`config.mk`:
```
export PLATFORM = sky130hd
export DESIGN_NAME = conv_3x3
export DESIGN_NICKNAME = d
export VERILOG_FILES = /design/src/rtl/conv_pkg.sv /design/src/rtl/conv_dot9.sv /design/src/rtl/conv_3x3.sv
export SDC_FILE = /design/constraint.sdc
export NUM_CORES = 2
export LEC_CHECK = 0
export CAP_MARGIN = 25
export CORE_MARGIN = 2
export CORE_UTILIZATION = 64
export CTS_CLUSTER_DIAMETER = 50
export DETAILED_ROUTE_END_ITERATION = 10
export PLACE_DENSITY = 0.81
export SYNTH_ARGS = -nofsm -noshare
export SYNTH_HDL_FRONTEND = slang
export SYNTH_HIERARCHICAL = 1
export SYNTH_SLANG_ARGS = --single-unit
```
`constraint.sdc`:
```
create_clock -name i_clk -period 8.3 [get_ports i_clk]
set_input_delay 0.83 -clock i_clk [delete_from_list [all_inputs] [get_ports i_clk]]
set_output_delay 0.83 -clock i_clk [all_outputs]
set_load 0.01 [all_outputs]
```
`src/rtl/conv_pkg.sv`:
```
// Shared widths and types for the streaming 3x3 convolution engine.
package conv_pkg;

  localparam int unsigned BIT_LEN  = 8;
  localparam int unsigned M_LEN    = 3;
  localparam int unsigned CONV_LEN = 20;

  typedef logic signed [BIT_LEN-1:0]   pixel_t;
  typedef logic signed [2*BIT_LEN-1:0] prod_t;
  typedef logic signed [CONV_LEN-1:0]  acc_t;
  typedef pixel_t column_t [M_LEN];

  // Image columns received since reset or since the last kernel beat.
  typedef enum logic [1:0] {
    FILL_0,
    FILL_1,
    FILL_2,
    FILL_FULL
  } fill_e;

endpackage

```
`src/rtl/conv_dot9.sv`:
```
// Combinational 9-term signed multiply-add of kernel and window, indexed [column][row].
module conv_dot9
  import conv_pkg::*;
(
  input  column_t kern [M_LEN],
  input  column_t win  [M_LEN],
  output acc_t    sum
);

  always_comb begin
    sum = '0;
    for (int unsigned c = 0; c < M_LEN; c++) begin
      for (int unsigned r = 0; r < M_LEN; r++) begin
        prod_t prod;
        prod = kern[c][r] * win[c][r];
        sum  = sum + acc_t'(prod);
      end
    end
  end

endmodule

```
`src/rtl/conv_3x3.sv`:
```
// Streaming 3x3 correlation: column-wise kernel/image shift registers and a registered 9-term sum.
module conv_3x3
  import conv_pkg::*;
(
  input  logic                       i_clk,
  input  logic                       i_reset,
  input  logic                       i_valid,
  input  logic                       i_selecK_I,
  input  logic signed [BIT_LEN-1:0]  i_data0,
  input  logic signed [BIT_LEN-1:0]  i_data1,
  input  logic signed [BIT_LEN-1:0]  i_data2,
  output logic signed [CONV_LEN-1:0] o_data
);

  column_t kern [M_LEN];
  column_t win  [M_LEN];
  column_t in_col;
  fill_e   fill, fill_next;
  logic    pending, pending_next;
  acc_t    dot;

  always_comb begin
    in_col[0] = i_data0;
    in_col[1] = i_data1;
    in_col[2] = i_data2;
  end

  conv_dot9 u_dot9 (
    .kern (kern),
    .win  (win),
    .sum  (dot)
  );

  // Kernel beats restart window fill; once full, every image beat completes a window.
  always_comb begin
    fill_next    = fill;
    pending_next = 1'b0;
    if (i_valid) begin
      if (!i_selecK_I) begin
        fill_next = FILL_0;
      end else begin
        case (fill)
          FILL_0:  fill_next = FILL_1;
          FILL_1:  fill_next = FILL_2;
          FILL_2:  fill_next = FILL_FULL;
          default: fill_next = FILL_FULL;
        endcase
        pending_next = (fill_next == FILL_FULL);
      end
    end
  end

  always_ff @(posedge i_clk) begin
    if (!i_reset) begin
      for (int unsigned c = 0; c < M_LEN; c++) begin
        for (int unsigned r = 0; r < M_LEN; r++) begin
          kern[c][r] <= '0;
          win[c][r]  <= '0;
        end
      end
      fill    <= FILL_0;
      pending <= 1'b0;
      o_data  <= '0;
    end else begin
      fill    <= fill_next;
      pending <= pending_next;
      // Uses the registers as they stood before any shift on this same edge.
      if (pending) begin
        o_data <= dot;
      end
      if (i_valid && !i_selecK_I) begin
        for (int unsigned c = 0; c < M_LEN - 1; c++) begin
          kern[c] <= kern[c+1];
        end
        kern[M_LEN-1] <= in_col;
      end
      if (i_valid && i_selecK_I) begin
        for (int unsigned c = 0; c < M_LEN - 1; c++) begin
          win[c] <= win[c+1];
        end
        win[M_LEN-1] <= in_col;
      end
    end
  end

endmodule

```
==> flow_metrics.env <==
export IMPL_worst_slack_ps=204
export IMPL_yosysMostFrequentCell="inv_1"
export IMPL_grt_ovfl_total=0
export IMPL_row_count=81
export IMPL_r2r_cells=25
export IMPL_fin_crit_ps=8100
export IMPL_clock_insertion_delay_worst_skew_ps=510
export IMPL_fill_cells=3507
export IMPL_synth_cell_types=39
export IMPL_yosysWarnings=6
export IMPL_totalWireLength_mm=87.8
export IMPL_max_freq_mhz=124
export IMPL_fin_area_um2=33500
export IMPL_ys_seq_area_share_pct=10.7
export IMPL_post_place_cells=3895
export IMPL_clockBufferDepth=2
export IMPL_path_class="reg -> reg"
export IMPL_synth_ff_type="dfxtp_1"
export IMPL_cp_end_kind="flop"
export IMPL_grt_pass1_wl_mm=140
export IMPL_htreeDepth=4
export IMPL_nets=4301
export IMPL_core_um2=48600
export IMPL_cap_violations=0
export IMPL_yosys_top_cells_count="873 x inv_1, 790 x fa_1, 477 x nand2_1, 322 x and2_1, 189 x ha_1"
export IMPL_synth_edff_count=0
export IMPL_drt_iter0_markers=1869
export IMPL_io_pins=48
export IMPL_firstDrtPassIters=6
export IMPL_portBuffers=47
export IMPL_worstPathArrival_ps=8500
export IMPL_ant_nets=0
export IMPL_maxSlewHeadroom_pct=27.2
export IMPL_num_vias=22500
export IMPL_muxShareOfSynthArea_pct=0.638
export IMPL_synth_top_family_by_area="adder cells"
export IMPL_die_area_um2=50800
export IMPL_hold_viol=0
export IMPL_syn_to_final_growth_pct=6.65
export IMPL_fin_crit_sh_pct=97.5
export IMPL_pre_cts_ws_ps=201
export IMPL_synth_simple_area_share_pct=14.2
export IMPL_endpoint="o_data[16]$_SDFFE_PN0P_"
export IMPL_drc=0
export IMPL_synth_fp_nets=4225
export IMPL_place_gp_congestion=1.01
export IMPL_r2r_setup_slack_ps=200
export IMPL_yosys_area_top_type="fa_1"
export IMPL_synthAdderAreaFrac_pct=58.0
export IMPL_rsz0062_at_grt="false"
export IMPL_leakage_nw=16.9
export IMPL_finClkSkew_ps=22.3
export IMPL_syn_inst=3218
export IMPL_antenna_found_initial=0
export IMPL_drv_slew=0
export IMPL_tritoncts="built"
export IMPL_avgSynthCellArea_um2=9.75
export IMPL_async_flop_share_pct=0
export IMPL_clock_sink_count=167
export IMPL_p_per_area_nw_per_um2=73.6
export IMPL_yosys_top_cells_area="fa_1 50%, dfxtp_1 11%, inv_1 10%"
export IMPL_placed_cell_area_um2=32800
export IMPL_grt_pass1_vias=25400
export IMPL_synth_seq_cells=167
export IMPL_instances_no_fill=3930
export IMPL_hp_class="reg -> reg"
export IMPL_dp_final_hpwl_mm=71.7
export IMPL_worstReg2RegEnd="o_data[16]$_SDFFE_PN0P_"
export IMPL_post_drt_wl_per_cell_um=22.3
export IMPL_utilization_pct=68.8
export IMPL_grt_max_degree=82
export IMPL_status="finished clean"
export IMPL_peakVddDrop_mv=0.107
export IMPL_drive_gt1_share_pct=3.93
export IMPL_synth_xor_area_share_pct=0.894
export IMPL_initial_utilization_pct=64.5
export IMPL_max_slew_worst_pin_slew_ps=1090
export IMPL_cts_buffers=17
export IMPL_crit_path_start_kind="flop"
export IMPL_die_w_um=225
export IMPL_clk_pin_slew_worst_paths_ps=80
export IMPL_syn_area_um2=31400
export IMPL_total_power_mw=2.46
export IMPL_crit_fanout=10
export IMPL_root_buffer="clkbuf_16"
export IMPL_crit_start="win[46]$_SDFFE_PN0P_"
export IMPL_finalSetupViolations=0
export IMPL_grt_use_total_pct=37.4
export IMPL_die_h_um=225
export IMPL_hold_ws_ps=489
export IMPL_viasPerCell=5.72
export IMPL_fin_tns_setup_ps=0
export IMPL_synth_compound_area_share_pct=4.24
export IMPL_yosysTopAreaCellShare_pct=50.4
export IMPL_crit_required_ps=8700
export IMPL_r2r_start="win[46]$_SDFFE_PN0P_"
-- report_power, final --
group / internal [mW] / total [mW] / switching [mW]
registers: 0.818 / 0.868 / 0.0500
logic: 0.312 / 0.771 / 0.458
clock network: 0.399 / 0.823 / 0.424
total: 1.53 / 2.46 / 0.932
-- logic make-up after synthesis --
family,Yosys count
AOI/OAI and AO/OA,182
xor gates and xnor gates,32
adders and majority gates,979
buffers and inverters,927
DFF,167
muxes,20
and+or+nand+nor,911
-- worst min-delay path by stage --
stage,from,endpoint,cells past startpoint
2_1_floorplan,win[51]$_SDFFE_PN0P_,win[51]$_SDFFE_PN0P_,2
3_3_place_gp,fill[1]$_SDFFE_PN0P_,fill[1]$_SDFFE_PN0P_,2
3_5_place_dp,fill[1]$_SDFFE_PN0P_,pending$_SDFF_PN0_,1
4_1_cts,fill[1]$_SDFFE_PN0P_,pending$_SDFF_PN0_,1
5_1_grt,fill[1]$_SDFFE_PN0P_,pending$_SDFF_PN0_,1
6_report,fill[1]$_SDFFE_PN0P_,pending$_SDFF_PN0_,1
-- per-layer routing --
metal,global-route usage [%],vias to the layer above,routed length (um)
met4,22.6,0,6200
met2,59.8,1268,41500
met5,0,-,0
met3,9.63,367,8580
li1,-,9340,-
met1,46.1,11500,31500
-- cell usage in the layout (no fill, tap or decap), types with 5 or more instances in the layout --
cell type,Yosys,routed
clkdlybuf4s50_1,0,46
a21boi_0,16,16
nand2_1,477,475
nand2b_1,30,29
a21boi_1,129,129
mux2i_1,20,20
dfxtp_2,0,18
a21oi_1,9,9
inv_6,0,5
nor2b_1,53,53
inv_1,873,871
xnor2_1,27,27
fa_1,790,787
ha_1,189,189
dfxtp_1,167,149
buf_4,7,62
and2_1,322,319
xor2_1,5,5
o21ai_0,7,7
clkbuf_16,0,17
nor2_1,20,20
-- timing repair --
item | in CTS | in global routing
setup buffers | 0 | 2
setup endpoints to repair | 0 | 7
gates resized for setup | 0 | 27
endpoints found under the hold margin | 0 | 0
hold buffers | 0 | 0
-- critical path: stages, from the launching register on --
cell      delay [ps]
dfxtp_1          750
nand2_1          170
fa_1             560
inv_1             50
fa_1             510
inv_1             50
fa_1             470
inv_1             50
fa_1             480
fa_1             730
fa_1             490
fa_1             550
fa_1             460
fa_1             510
inv_1             50
fa_1             480
inv_1             50
ha_1             350
o21a_1           160
o21ai_0          190
nand2b_1         160
a31oi_1          280
o21bai_1         110
xor2_1           150
mux2i_1          130
nor2b_1           60
-- area by class of cell --
class | instances | area, um2 | share of cell area [%]
Clock buffer | 19 | 443 | 1.32
Clock inverter | 13 | 113 | 0.337
Antenna cell | 1 | 2.50 | 0.00748
Tap cell | 622 | 778 | 2.33
Inverter | 873 | 3280 | 9.82
Sequential cell | 167 | 3370 | 10.1
Timing Repair Buffer | 111 | 1000 | 2.99
Multi-Input combinational cell | 2124 | 24500 | 73.1
-- state kept, by name, summed over array words and instances, names as in the netlist --
signal   flops
win         72
kern        72
o_data      20
pending      1
fill         2
Note: power is estimated with default switching activity, not from simulation.
